File: config.mk
export PLATFORM = sky130hd
export DESIGN_NAME = sensor_drain_sched
export DESIGN_NICKNAME = d
export VERILOG_FILES = /design/src/rtl/sensor_drain_sched.sv
export SDC_FILE = /design/constraint.sdc
export NUM_CORES = 1
export LEC_CHECK = 0
export ABC_AREA = 0
export CAP_MARGIN = 10
export CORE_ASPECT_RATIO = 0.9
export CORE_MARGIN = 3
export CORE_UTILIZATION = 40
export DETAILED_ROUTE_END_ITERATION = 8
export GPL_ROUTABILITY_DRIVEN = 0
export PLACE_DENSITY = 0.78
export SLEW_MARGIN = 20
export SYNTH_ARGS = -nofsm -noshare
export SYNTH_HDL_FRONTEND = slang
export SYNTH_SLANG_ARGS = --single-unit
export TNS_END_PERCENT = 5
File: constraint.sdc
create_clock -name HCLK -period 3.5 [get_ports HCLK]
set_input_delay 0.7 -clock HCLK [delete_from_list [all_inputs] [get_ports HCLK]]
set_output_delay 0.7 -clock HCLK [all_outputs]
set_load 0.03 [all_outputs]
File: src/rtl/sensor_drain_sched.sv
// sensor_drain_sched
//   Runs one sensor acquisition. The sequence is: clear the sctrl buffer, enable
//   capture until sctrl reports full, then drain cnt words into data memory
//   starting at base. The module keeps a wrap-around sum of every word written
//   and raises a sticky done interrupt when the drain completes normally.
// Ports
//   HCLK, HRESET            clock, asynchronous active-high reset
//   cfg_start/stop          start pulse, abort level
//   cfg_base/count          destination base word address, word count (0 or >DEPTH = DEPTH)
//   sctrl_full/out          sctrl status and read data (data valid 1 cycle after address)
//   sctrl_en/clear/addr     sctrl capture enable, buffer clear, read address
//   dm_req/addr/wdata/ack   data-memory write handshake
//   irq_clr                 clears done_irq
//   busy, done_irq, sum     status, sticky completion irq, running sum of written words
module sensor_drain_sched #(
  parameter int ADDRWIDTH = 6,
  parameter int DATAWIDTH = 32,
  parameter int DM_AW     = 16
) (
  input  logic                 HCLK,
  input  logic                 HRESET,
  input  logic                 cfg_start,
  input  logic                 cfg_stop,
  input  logic [DM_AW-1:0]     cfg_base,
  input  logic [ADDRWIDTH:0]   cfg_count,
  input  logic                 sctrl_full,
  input  logic [DATAWIDTH-1:0] sctrl_out,
  output logic                 sctrl_en,
  output logic                 sctrl_clear,
  output logic [ADDRWIDTH-1:0] sctrl_addr,
  output logic                 dm_req,
  output logic [DM_AW-1:0]     dm_addr,
  output logic [DATAWIDTH-1:0] dm_wdata,
  input  logic                 dm_ack,
  input  logic                 irq_clr,
  output logic                 busy,
  output logic                 done_irq,
  output logic [DATAWIDTH-1:0] sum
);

  localparam int CW = ADDRWIDTH + 1;
  localparam logic [CW-1:0] DEPTH = CW'(2 ** ADDRWIDTH);

  typedef enum logic [2:0] {
    S_IDLE, S_CLEAR, S_CAPTURE, S_READ, S_FETCH, S_WRITE, S_DONE
  } state_t;

  state_t               state_q, state_d;
  logic [CW-1:0]        idx_q, idx_d;
  logic [CW-1:0]        cnt_q, cnt_d;
  logic [DM_AW-1:0]     base_q, base_d;
  logic [DATAWIDTH-1:0] data_q, data_d;
  logic [DATAWIDTH-1:0] sum_q, sum_d;
  logic                 irq_q, irq_d;
  // Remembers an abort seen while a write is still waiting for ack, so a
  // short stop pulse still ends the run once the handshake completes.
  logic                 stop_pend_q, stop_pend_d;

  always_ff @(posedge HCLK or posedge HRESET) begin
    if (HRESET) begin
      state_q     <= S_IDLE;
      idx_q       <= '0;
      cnt_q       <= '0;
      base_q      <= '0;
      data_q      <= '0;
      sum_q       <= '0;
      irq_q       <= 1'b0;
      stop_pend_q <= 1'b0;
    end else begin
      state_q     <= state_d;
      idx_q       <= idx_d;
      cnt_q       <= cnt_d;
      base_q      <= base_d;
      data_q      <= data_d;
      sum_q       <= sum_d;
      irq_q       <= irq_d;
      stop_pend_q <= stop_pend_d;
    end
  end

  always_comb begin
    state_d     = state_q;
    idx_d       = idx_q;
    cnt_d       = cnt_q;
    base_d      = base_q;
    data_d      = data_q;
    sum_d       = sum_q;
    stop_pend_d = stop_pend_q;
    irq_d       = irq_q;

    // Clear first so a set from DONE in the same cycle wins.
    if (irq_clr) irq_d = 1'b0;

    unique case (state_q)
      S_IDLE: begin
        stop_pend_d = 1'b0;
        if (cfg_start && !cfg_stop) begin
          state_d = S_CLEAR;
          base_d  = cfg_base;
          cnt_d   = (cfg_count == '0 || cfg_count > DEPTH) ? DEPTH : cfg_count;
        end
      end
      S_CLEAR: begin
        sum_d   = '0;
        idx_d   = '0;
        state_d = cfg_stop ? S_IDLE : S_CAPTURE;
      end
      S_CAPTURE: begin
        if (cfg_stop)        state_d = S_IDLE;
        else if (sctrl_full) state_d = S_READ;
      end
      S_READ: begin
        state_d = cfg_stop ? S_IDLE : S_FETCH;
      end
      S_FETCH: begin
        if (cfg_stop) begin
          state_d = S_IDLE;
        end else begin
          data_d  = sctrl_out;
          state_d = S_WRITE;
        end
      end
      S_WRITE: begin
        if (cfg_stop) stop_pend_d = 1'b1;
        if (dm_ack) begin
          sum_d = sum_q + data_q;
          idx_d = idx_q + 1'b1;
          if (cfg_stop || stop_pend_q)        state_d = S_IDLE;
          else if (idx_q == cnt_q - CW'(1))   state_d = S_DONE;
          else                                state_d = S_READ;
        end
      end
      S_DONE: begin
        irq_d   = 1'b1;
        state_d = S_IDLE;
      end
      default: state_d = S_IDLE;
    endcase
  end

  // Outputs are decoded from registered state, so they change only on the
  // clock edge (or immediately on reset) and never glitch on inputs.
  always_comb begin
    sctrl_clear = (state_q == S_CLEAR);
    sctrl_en    = (state_q == S_CAPTURE);
    sctrl_addr  = (state_q == S_READ || state_q == S_FETCH) ? idx_q[ADDRWIDTH-1:0] : '0;
    dm_req      = (state_q == S_WRITE);
    dm_addr     = (state_q == S_WRITE) ? (base_q + DM_AW'(idx_q)) : '0;
    dm_wdata    = (state_q == S_WRITE) ? data_q : '0;
    busy        = (state_q != S_IDLE);
    done_irq    = irq_q;
    sum         = sum_q;
  end

endmodule

* Word-level counts from Yosys, hierarchy flattened
Cells that the tools add are included.
** Storage, ports and cells
- Flip-flop bits (word level) :: 99
- Output and inout bits :: 91
- Word-level logic and storage cells :: 63
** Operators by class
- $add $sub $neg :: 4
- Order comparisons :: 1
- Equality and inequality tests :: 11
- Mux-type cells :: 22
- Bitwise logic cells :: 1
- Reductions and logical operators :: 16
** Operator list (number)
- $mux 32 :: 2
- $pmux 32 s2 :: 1
- $add 32x32->32 :: 1
- $mux 3 :: 8
- $pmux 3 s6 :: 1
- $add 16x7->16 :: 1
- $mux 16 :: 1
- $mux 7 :: 2
- $pmux 7 s2 :: 1
- $eq 3x3->1 const B :: 3
- $reduce_and 2->1 :: 4
- $add 7x1->7 const B :: 1
- $eq 7x7->1 :: 1
- $gt 7x7->1 const B :: 1
- $logic_not 7->1 :: 1
- $sub 7x1->7 const B :: 1
- $eq 3x2->1 const B :: 2
- $mux 6 :: 1
- $reduce_bool 2->1 :: 3
- $ne 2x2->1 const B :: 2
- $eq 3x1->1 const B :: 1
- $logic_not 3->1 :: 1
- $logic_or 1x1->1 :: 3
- $mux 1 :: 3
- other kinds (9) :: 9

* Longest topological paths before layout
Gate-level depths: netlist (run 1).
- Word-level depth :: 6
- Depth in mapped cells :: 11
- Gate-level depth less buffers :: 11

* Worst setup path after synthesis (run 1)
No wires, ideal clock.
- Path type :: register to output
- From :: reg idx_q[1]
- To :: out dm_addr[11]
- Data arrival time :: 2.501 ns
- Path slack :: 0.299 ns
- Cell stages (with the launch flop) :: 11
- Cell sequence :: dfrtp_1 ha_1 a21o_1 a21oi_1 o21bai_1 a21oi_1 o21bai_1 a21oi_1 and3b_1 xnor2_1 nor2_1
** On the way
- Longest elaborated chain between the ends :: 2
** Ends and longest elaborated chain
- start, declared :: line 49 : logic [CW-1:0] idx_q, idx_d;
- start signal, assigned :: line 71 : idx_q <= idx_d;
- $add 16x7->16 :: line 148 : dm_addr = (state_q == S_WRITE) ? (base_q + DM_AW'(idx_q)) : '0;
- $mux 16 :: line 148
- end, declared :: line 32 : output logic [DM_AW-1:0] dm_addr,
No other way between the ends.

* Final worst setup path (run 1)
- From :: reg idx_q[0]
- To :: out dm_addr[10]
Same word-level chain as after synthesis.

==> results by group, run 1 <==
Placement
  – Post-DP HPWL: 11,900 um
  – Number of buffers added on ports: 152
  – Placed cell area: 0.00808 sq mm

CTS
  – CTS Sinks: 99
  – Clk Latency, worst-skew pair: 0.36 ns
  – CTS tree: yes
  – Clock buffer depth: 2
  – Htree depth: 3
  – Hold_buf cts: 0
  – Root buffer cell: clkbuf_16
  – TritonCTS Buffers: 9
  – Clock-pin slew on the worst setup and hold paths: 0.07 ns

Logic synthesis
  – Yosys warns: 0
  – Syn Nets: 781
  – Syn avg cell area: 9.49 sq um
  – Post-synthesis cell count: 677
  – Post-Syn Area: 0.00643 sq mm
  – Netlist cell types: 59
  – Post-synth EDFFs: 0
  – Fraction of registers with async set/reset: 1.00
  – Post-synth top flop: dfrtp_1
  – Sequential fraction of the synthesis area: 0.385
  – Synthesis-stage register bit count: 99

Global routing
  – GR Util All Layers: 0.182
  – Initial antenna violation count: 0
  – Pin count of the biggest net entering global routing: 77
  – Gr ovfl total: 0
  – First-pass GRT wire length: 26,400 um
  – Vias in the first global route: 5,252

Route
  – Drt initial violations: 386
  – DRC: 0
  – Routed len/inst: 15.4 um
  – Via count: 5,495
  – Drt via density: 5.30
  – DRT Pass-1 Iters: 5
  – Final wirelength: 16,000 um
  – Post-DRT Antenna Nets: 0

Timing
  – Worst-margin pin slew: 0.953 ns
  – Achievable frequency: 297 MHz
  – RSZ-0062 raised after global routing: true
  – Max-slew violation count: 0
  – Crit path time final: 3.37 ns
  – Fin Clk Skew: 0.00649 ns
  – Fin crit share: 0.961
  – Final Setup Violations: 0
  – Final Hold Fails: 0
  – Min Hold Slack: 0.514 ns
  – Slew margin rel.: 0.365

Power
  – Sw Ratio: 0.387
  – Clock power share: 0.199
  – Pint: 3.05 mW
  – Logic pwr share: 0.435
  – Sw Pwr: 1.92 mW
  – Sequential share of power: 0.366
  – Leakage power: 3.78 nW
  – Max IR drop VDD: 0.302 mV
  – Final Power: 4.97 mW
  – P per Cell Area: 590 mW/mm^2

Critical path
  – Crit Path Max Fanout: 5
  – Reg2reg path depth: 11
  – Critical Setup Path Class: reg -> out
  – Worst EP arrival: 2.67 ns
  – Crit. End Element: output port
  – Worst EP required: 2.80 ns
  – Critical Path Start Type: flop

Floorplanning
  – Core Area: 0.0156 sq mm
  – Num rows: 43
  – Effective utilization at floorplan: 0.412
  – Die X: 140 um
  – Die boundary height: 126 um
  – # IOs: 153
  – Die area: 0.0176 sq mm

Min path
  – WHS Path Cells: 2
  – Worst hold path type: reg -> reg

Finish
  – Final instance area: 0.00842 sq mm
  – Synth-to-layout area growth: 31.0%
  – Nets: 933
  – Share of cells above drive strength 1: 0.182
  – Antenna cells: 0

Run
  – Max-cap check violation count: 0

Run status
  – Outcome: complete, no violations
## cell families after synthesis
family                     Yosys count  synth area share
and+or+nand+nor                    220             0.180
AOI/OAI and AO/OA                  162             0.159
DFF                                 99             0.385
buffers and inverters               53            0.0343
xor gates and xnor gates            52            0.0709
muxes                               48            0.0841
adders and majority gates           43            0.0857
## cell usage after synthesis, types with 22 or more instances
| master | number | area, sq um |
|---|---|---|
| xnor2_1 | 27 | 236 |
| nand3_1 | 50 | 250 |
| nor2_1 | 33 | 124 |
| a21oi_1 | 44 | 220 |
| dfrtp_1 | 99 | 2480 |
| xor2_1 | 25 | 219 |
| and2_1 | 40 | 250 |
| o21ai_0 | 55 | 275 |
| clkbuf_1 | 28 | 105 |
| mux2_2 | 48 | 541 |
| inv_1 | 22 | 82.6 |
| nand2_1 | 38 | 143 |
| ha_1 | 40 | 500 |
## path summary, 6_finish.rpt
check	endpoint	from	slack, ns
worst max-delay path	dm_addr[10]	idx_q[0]	0.13
worst min-delay path	cnt_q[6]	cnt_q[6]	0.51
worst max register to register	sum[30]	sum[0]	0.40
min in group asynchronous	data_q[6]	HRESET	0.91
max in group asynchronous	data_q[25]	HRESET	1.82
worst min register to register	cnt_q[6]	cnt_q[6]	0.51
## power by group through the flow
stage	sequential, mW	clock, mW	combinational, mW
3_3_place_gp	1.83	0	2.09
6_report	1.82	0.990	2.16
3_5_place_dp	1.84	0	2.13
5_1_grt	1.88	1.06	2.40
2_1_floorplan	1.79	0	1.59
4_1_cts	1.82	1.02	2.15
## cells in the final DEF, fill, tap and decap left out, drive strengths merged, types with 11 or more instances in the layout
| master | n |
|---|---|
| a21o | 16 |
| nand2 | 38 |
| clkdlybuf4s50 | 107 |
| dfrtp | 99 |
| and2 | 40 |
| xor2 | 25 |
| o21ai | 63 |
| clkbuf | 11 |
| xnor2 | 27 |
| mux2 | 48 |
| nand3 | 50 |
| buf | 63 |
| inv | 22 |
| ha | 40 |
| nor2 | 33 |
| a21oi | 44 |
## repair_timing
item	CTS	global route
endpoints found under the setup margin	7	8
pin swaps	0	4
gates resized for setup	4	5
buffers inserted	0	5
## registers in the layout (all words and copies together) (netlist names)
signal,count
base_q,16
cnt_q,7
data_q,32
done_irq,1
idx_q,7
state_q,3
stop_pend_q,1
sum,32
## per-layer routing
metal	up-vias	share of wire	global-route usage
li1	2700	-	-
met4	0	0.015	0.0490
met2	154	0.46	0.290
met5	-	0	0
met1	2623	0.47	0.254
met3	18	0.052	0.0395
## final cells by class
type                            instances  area, sq um
Clock buffer                           11          233
Clock inverter                          5         53.8
Fill cell                            1398         7180
Inverter                               22         85.1
Multi-Input combinational cell        525         3760
Sequential cell                        99         2480
Tap cell                              202          253
Timing Repair Buffer                  172         1560
## critical path, cell delays in order, from the launching register on
cell and delay (ns):
dfrtp_1 0.39, ha_2 0.21, fa_2 0.36, a21o_1 0.18, a21oi_2 0.16, o21bai_1 0.08
a21oi_1 0.18, nor2b_1 0.10, nor2_2 0.20, nor2b_1 0.08, xnor2_1 0.12, nor2_1 0.09
buf_4 0.16
## through the flow
stage / TNS, ns / worst slack (ns) / utilization / std cells
final: 0 / 0.135 / 0.540 / 1036
after global routing: -0.142 / -0.0586 / 0.540 / 1036
after CTS: 0 / 0.00781 / 0.536 / 1031
after detailed placement: 0 / 0.188 / 0.518 / 1015
after global placement: 0 / 0.243 / 0.518 / 1015
after floorplan: 0 / 0.210 / - / 677
No activity file was read; power rests on OpenSTA's default activity.
==> run 2, diff against run 1 <==
CORE_MARGIN = 5   (was 3)
MAX_ROUTING_LAYER = met4   (was default)
==> run 2 against run 1 <==
Against the previous run:
- routed wire length rose by 1.6%
- clock power barely moved
- final cell count barely moved
- critical path depth fell by 1
- die area rose by 6.1%
- largest cell class unchanged
==> results by group, run 2 (synthesized netlist as in run 1, its figures left out) <==
Run status
  – Outcome: complete, no violations (unchanged)

Global routing
  – Vias in the first global route: 5,323 (was 5,252)
  – GR Util All Layers: 0.180 (was 0.182)
  – Gr ovfl total: 0 (unchanged)
  – First-pass GRT wire length: 26,300 um (was 26,400 um)
  – Pin count of the biggest net entering global routing: 47 (was 77)
  – Initial antenna violation count: 0 (unchanged)

Critical path
  – Worst EP required: 2.80 ns (about the same)
  – Worst path cell trace: ha_1 > a21o_1 > a21oi_1 > o21bai_1 > a21oi_2 > o21bai_2 > a21oi_4 > and3b_1 > xnor2_1 > nor2_1 > buf_4 (was ha_2 > fa_2 > a21o_1 > a21oi_2 > o21bai_1 > a21oi_1 > nor2b_1 > nor2_2 > nor2b_1 > xnor2_1 > nor2_1 > buf_4)
  – Reg2reg path depth: 11 (unchanged)
  – Crit. End Element: output port (unchanged)
  – Crit Path Max Fanout: 6 (was 5)
  – Delay-heaviest family, CP: compound AO/OA/AOI/OAI gates (unchanged)
  – Levels on crit path: 11 (was 12)
  – Crit path largest cell delay: 0.43 ns (was 0.39 ns)
  – Worst EP arrival: 2.66 ns (was 2.67 ns)
  – Crit path launch: idx_q[1] (was idx_q[0])
  – Critical path's slowest cell: dfrtp_1 (unchanged)
  – Critical Path Start Type: flop (unchanged)
  – Critical Setup Path Class: reg -> out (unchanged)
  – R2R Path Start: sum[0] (unchanged)
  – Buf/Inv on CP: 1 (unchanged)

CTS
  – Htree depth: 3 (unchanged)
  – Clock-pin slew on the worst setup and hold paths: 0.06 ns (was 0.07 ns)
  – Clock buffer depth: 2 (unchanged)
  – CTS Sinks: 99 (unchanged)
  – TritonCTS Buffers: 9 (unchanged)
  – Clk Latency, worst-skew pair: 0.35 ns (was 0.36 ns)
  – Root buffer cell: clkbuf_16 (unchanged)
  – CTS tree: yes (unchanged)

Power
  – P per Cell Area: 590 mW/mm^2 (about the same)
  – Max IR drop VDD: 0.371 mV (was 0.302 mV)
  – Final Power: 4.98 mW (was 4.97 mW)
  – Leakage power: 3.78 nW (about the same)

Floorplanning
  – # IOs: 153 (unchanged)
  – Die X: 144 um (was 140 um)
  – Num rows: 44 (was 43)
  – Core Area: 0.0160 sq mm (was 0.0156 sq mm)
  – Die boundary height: 130 um (was 126 um)
  – Effective utilization at floorplan: 0.403 (was 0.412)
  – Die area: 0.0187 sq mm (was 0.0176 sq mm)

Route
  – Drt initial violations: 335 (was 386)
  – DRC: 0 (unchanged)
  – Post-DRT Antenna Nets: 0 (unchanged)
  – Drt via density: 5.22 (was 5.30)
  – Routed len/inst: 15.7 um (was 15.4 um)
  – DRT Pass-1 Iters: 4 (was 5)
  – Via count: 5,401 (was 5,495)
  – Final wirelength: 16,300 um (was 16,000 um)

Min path
  – Worst hold path type: reg -> reg (unchanged)
  – Hold_sp: base_q[0] (was cnt_q[6])
  – WHS Path Cells: 1 (was 2)

Finish
  – Commonest non-fill, non-tap cells in the layout: clkdlybuf4s50_1, dfrtp_1, buf_4 (unchanged)
  – Synth-to-layout area growth: 31.4% (was 31.0%)
  – Core Util, Final: 0.529 (was 0.540)
  – Nets: 929 (was 933)
  – Share of cells above drive strength 1: 0.180 (was 0.182)
  – Antenna cells: 0 (unchanged)
  – Commonest non-fill, non-tap cell in the layout: clkdlybuf4s50_1 (unchanged)

Timing
  – Final Setup Violations: 0 (unchanged)
  – Crit path time final: 3.36 ns (was 3.37 ns)
  – Final Hold Fails: 0 (unchanged)
  – Setup TNS: 0 ns (unchanged)
  – Fin Clk Skew: 0.00578 ns (was 0.00649 ns)
  – Worst-margin pin slew: 0.557 ns (was 0.953 ns)
  – Slew margin rel.: 0.628 (was 0.365)
  – Max-slew violation count: 0 (unchanged)
  – Fin crit share: 0.959 (was 0.961)
  – Achievable frequency: 298 MHz (was 297 MHz)

Run
  – Max-cap check violation count: 0 (unchanged)

Placement
  – Number of buffers added on ports: 152 (unchanged)
  – Post-DP HPWL: 12,300 um (was 11,900 um)
[run 2: layout make-up]
class	count	area, sq um
well taps	207	259
fillers	1464	7520
clock inverters	2	35.0
multi-input cells	525	3770
inverters	22	85.1
flip-flops and latches	99	2480
repair buffers	168	1560
clock buffers	12	267
[run 2: power breakdown]
group	total (mW)	internal (mW)	leakage [nW]	switching, mW
Combinational	2.14	0.987	2.35	1.16
Sequential	1.83	1.50	1.28	0.327
Clock	1.01	0.604	0.151	0.411
Total	4.98	3.09	3.78	1.89
[run 2: repair_timing]
item | 4_1_cts | 5_1_grt
hold buffers | 0 | 0
hold endpoints to repair | 0 | 0
endpoints found under the setup margin | 7 | 11
pin swaps | 0 | 3
buffers inserted | 0 | 2
gates resized for setup | 3 | 6
[run 2: stage by stage]
step                      cells  setup WS [ns]  hold WS, ns  cell area (sq um)
after floorplan             677          0.210        0.470               6430
after CTS                  1033         0.0478        0.516               8410
final                      1035          0.142        0.509               8450
after global placement     1019          0.231        0.485               8100
after detailed placement   1019          0.224        0.502               8100
after global routing       1035        -0.0402        0.524               8450
[run 2: worst register-to-register path: stages (launching register included)]
cell and delay, ns:
dfrtp_1 0.40, ha_1 0.24, fa_1 0.45, a211oi_2 0.23
o21a_1 0.20, o21ai_1 0.16, o311a_1 0.42, o21ai_1 0.29
o221ai_1 0.15, a21oi_1 0.21, xor2_1 0.16, o21ai_0 0.08
[run 2: worst paths after layout]
kind | to | slack (ns)
max in group asynchronous | data_q[25] | 2.10
min in group asynchronous | data_q[3] | 0.72
max reg2reg | sum[30] | 0.38
max | dm_addr[11] | 0.14
min reg2reg | base_q[0] | 0.51
min | base_q[0] | 0.51
[run 2: layer usage]
layer | track usage | part of all wire
met5 | - | 0
met4 | 0.0437 | 0.014
met3 | 0.0341 | 0.047
met2 | 0.285 | 0.46
met1 | 0.240 | 0.47
==> run 3, diff against run 2 <==
PLACE_DENSITY = default   (was 0.78)
PLACE_DENSITY_LB_ADDON = 0.1   (was default)
==> run 3 against run 2 <==
Against the previous run:
- register-to-register slack about the same
- utilization up 0.055 points
- global-route usage up 0.50 points
- final cell count about the same
- largest power group unchanged
==> results by group, run 3 (synthesized netlist as in run 1, its figures left out) <==
CTS
  – CTS Sinks: 99 (unchanged)
  – Clk Latency, worst-skew pair: 0.36 ns (was 0.35 ns)
  – CTS tree: yes (unchanged)
  – Htree depth: 3 (unchanged)
  – Clock buffer depth: 2 (unchanged)
  – Hold_buf cts: 0 (unchanged)
  – Root buffer cell: clkbuf_16 (unchanged)
  – TritonCTS Buffers: 9 (unchanged)
  – Clock-pin slew on the worst setup and hold paths: 0.07 ns (was 0.06 ns)

Floorplanning
  – Effective utilization at floorplan: 0.403 (unchanged)
  – Die boundary height: 130 um (unchanged)
  – Die area: 0.0187 sq mm (unchanged)
  – # IOs: 153 (unchanged)
  – Die X: 144 um (unchanged)
  – Num rows: 44 (unchanged)
  – Core Area: 0.0160 sq mm (unchanged)

Finish
  – Nets: 928 (was 929)
  – Commonest non-fill, non-tap cells in the layout: clkdlybuf4s50_1, dfrtp_1, buf_4 (unchanged)
  – Commonest non-fill, non-tap cell in the layout: clkdlybuf4s50_1 (unchanged)
  – Share of cells above drive strength 1: 0.182 (was 0.180)
  – Area of the multi-input gates: 0.00376 sq mm (was 0.00377 sq mm)
  – Register area: 0.00248 sq mm (unchanged)
  – Synth-to-layout area growth: 31.6% (was 31.4%)
  – Fill count: 1,474 (was 1,464)
  – Core Util, Final: 0.530 (was 0.529)
  – Antenna cells: 0 (unchanged)

Timing
  – Min Hold Slack: 0.513 ns (was 0.509 ns)
  – Max-slew violation count: 0 (unchanged)
  – Worst-margin pin slew: 1.01 ns (was 0.557 ns)
  – Worst setup margin: 0.131 ns (was 0.142 ns)
  – Final Hold Fails: 0 (unchanged)
  – Setup TNS: 0 ns (unchanged)
  – Fin crit share: 0.963 (was 0.959)
  – RSZ-0062 raised after global routing: true
  – Fin Clk Skew: 0.00847 ns (was 0.00578 ns)
  – Crit path time final: 3.37 ns (was 3.36 ns)
  – Achievable frequency: 297 MHz (was 298 MHz)
  – Slew margin rel.: 0.329 (was 0.628)
  – Final Setup Violations: 0 (unchanged)

Global routing
  – GRT met3 Usage: 0.0451 (was 0.0341)
  – First-pass GRT wire length: 26,900 um (was 26,300 um)
  – Vias in the first global route: 5,332 (was 5,323)
  – Met1 GRT Util: 0.251 (was 0.240)
  – Gr ovfl total: 0 (unchanged)
  – GR Util All Layers: 0.185 (was 0.180)
  – Pin count of the biggest net entering global routing: 56 (was 47)
  – Initial antenna violation count: 0 (unchanged)
  – Met2 global-route usage: 0.285 (about the same)
  – Grt peak-use layer: met2 (unchanged)

Placement
  – Number of buffers added on ports: 152 (unchanged)
  – Post-DP HPWL: 12,500 um (was 12,300 um)
  – Place WS: 0.183 ns (was 0.224 ns)

Critical path
  – Worst EP required: 2.80 ns (about the same)
  – Crit. End Element: output port (unchanged)
  – Critical Setup Path Class: reg -> out (unchanged)
  – Crit Path Max Fanout: 5 (was 6)
  – R2R Path Start: sum[0] (unchanged)
  – Worst EP arrival: 2.67 ns (was 2.66 ns)
  – Reg2reg path depth: 11 (unchanged)
  – Worst reg2reg setup slack: 0.39 ns (was 0.38 ns)
  – Critical Path Start Type: flop (unchanged)
  – Crit path launch: idx_q[0] (was idx_q[1])
  – Crit path to: dm_addr[10] (was dm_addr[11])
  – Reg2reg end: sum[30] (unchanged)

Run status
  – Outcome: complete, no violations (unchanged)

Min path
  – Hold_sp: base_q[6] (was base_q[0])
  – Worst hold path type: reg -> reg (unchanged)

Power
  – Pint: 3.11 mW (was 3.09 mW)
  – Logic pwr share: 0.423 (was 0.430)
  – Sequential share of power: 0.360 (was 0.366)
  – Clock power share: 0.217 (was 0.204)
  – Max IR drop VDD: 0.398 mV (was 0.371 mV)
  – Leakage power: 3.78 nW (about the same)
  – Sw Pwr: 1.96 mW (was 1.89 mW)
  – P per Cell Area: 600 mW/mm^2 (was 590 mW/mm^2)
  – Sw Ratio: 0.386 (was 0.380)

Route
  – DRT Pass-1 Iters: 4 (unchanged)
  – Routed len/inst: 16.0 um (was 15.7 um)
  – Post-DRT Antenna Nets: 0 (unchanged)
  – Drt initial violations: 222 (was 335)
  – Via count: 5,409 (was 5,401)
  – DRC: 0 (unchanged)
  – Final wirelength: 16,600 um (was 16,300 um)
  – Drt via density: 5.22 (about the same)

Run
  – Max-cap check violation count: 0 (unchanged)
-- run 3: worst max-delay path: stages (launching register included) --
cell and delay, ns:
dfrtp_1 0.38, ha_2 0.20, fa_2 0.35, a21o_1 0.17, a21oi_2 0.16, o21bai_1 0.08, a21oi_1 0.18, nor2b_1 0.10
nor2_2 0.23, nor2b_1 0.09, xnor2_1 0.12, nor2_1 0.09, buf_4 0.16
-- run 3: worst min path at each step --
stage,endpoint,cells past startpoint
floorplan,cnt_q[6],2
global placement,base_q[0],1
detailed placement,base_q[6],1
CTS,base_q[6],1
global route,base_q[6],1
finish,base_q[6],1
-- run 3: stage by stage --
step | total power [mW] | cell area, sq um | instances
finish | 5.07 | 8460 | 1036
global route | 5.45 | 8460 | 1036
CTS | 5.12 | 8430 | 1035
detailed placement | 3.99 | 8100 | 1019
global placement | 3.92 | 8100 | 1019
floorplan | 3.38 | 6430 | 677
-- run 3: power groups by stage --
stage	clock, mW	combinational (mW)	sequential, mW
final	1.10	2.14	1.83
after detailed placement	0	2.14	1.85
after global placement	0	2.08	1.84
after floorplan	0	1.59	1.79
after global routing	1.18	2.38	1.89
after CTS	1.13	2.16	1.83
-- run 3: final cells by class --
class                           instances  share of cell area
Tap cell                              207              0.0306
Timing Repair Buffer                  167               0.183
Clock buffer                            9              0.0266
Inverter                               22              0.0101
Clock inverter                          7              0.0118
Multi-Input combinational cell        525               0.445
Sequential cell                        99               0.293
-- run 3: repair_timing --
action / CTS / global route
setup buffers: 0 / 1
endpoints found under the hold margin: 0 / 0
resized for setup: 5 / 5
pin swaps: 0 / 6
gates cloned: 0 / 0
setup endpoints to repair: 7 / 7
-- run 3: layer usage --
layer / vias to the layer above / part of all wire
met3: 15 / 0.050
met2: 120 / 0.47
met4: 0 / 0.0086
met1: 2575 / 0.47
met5: - / 0
li1: 2699 / -
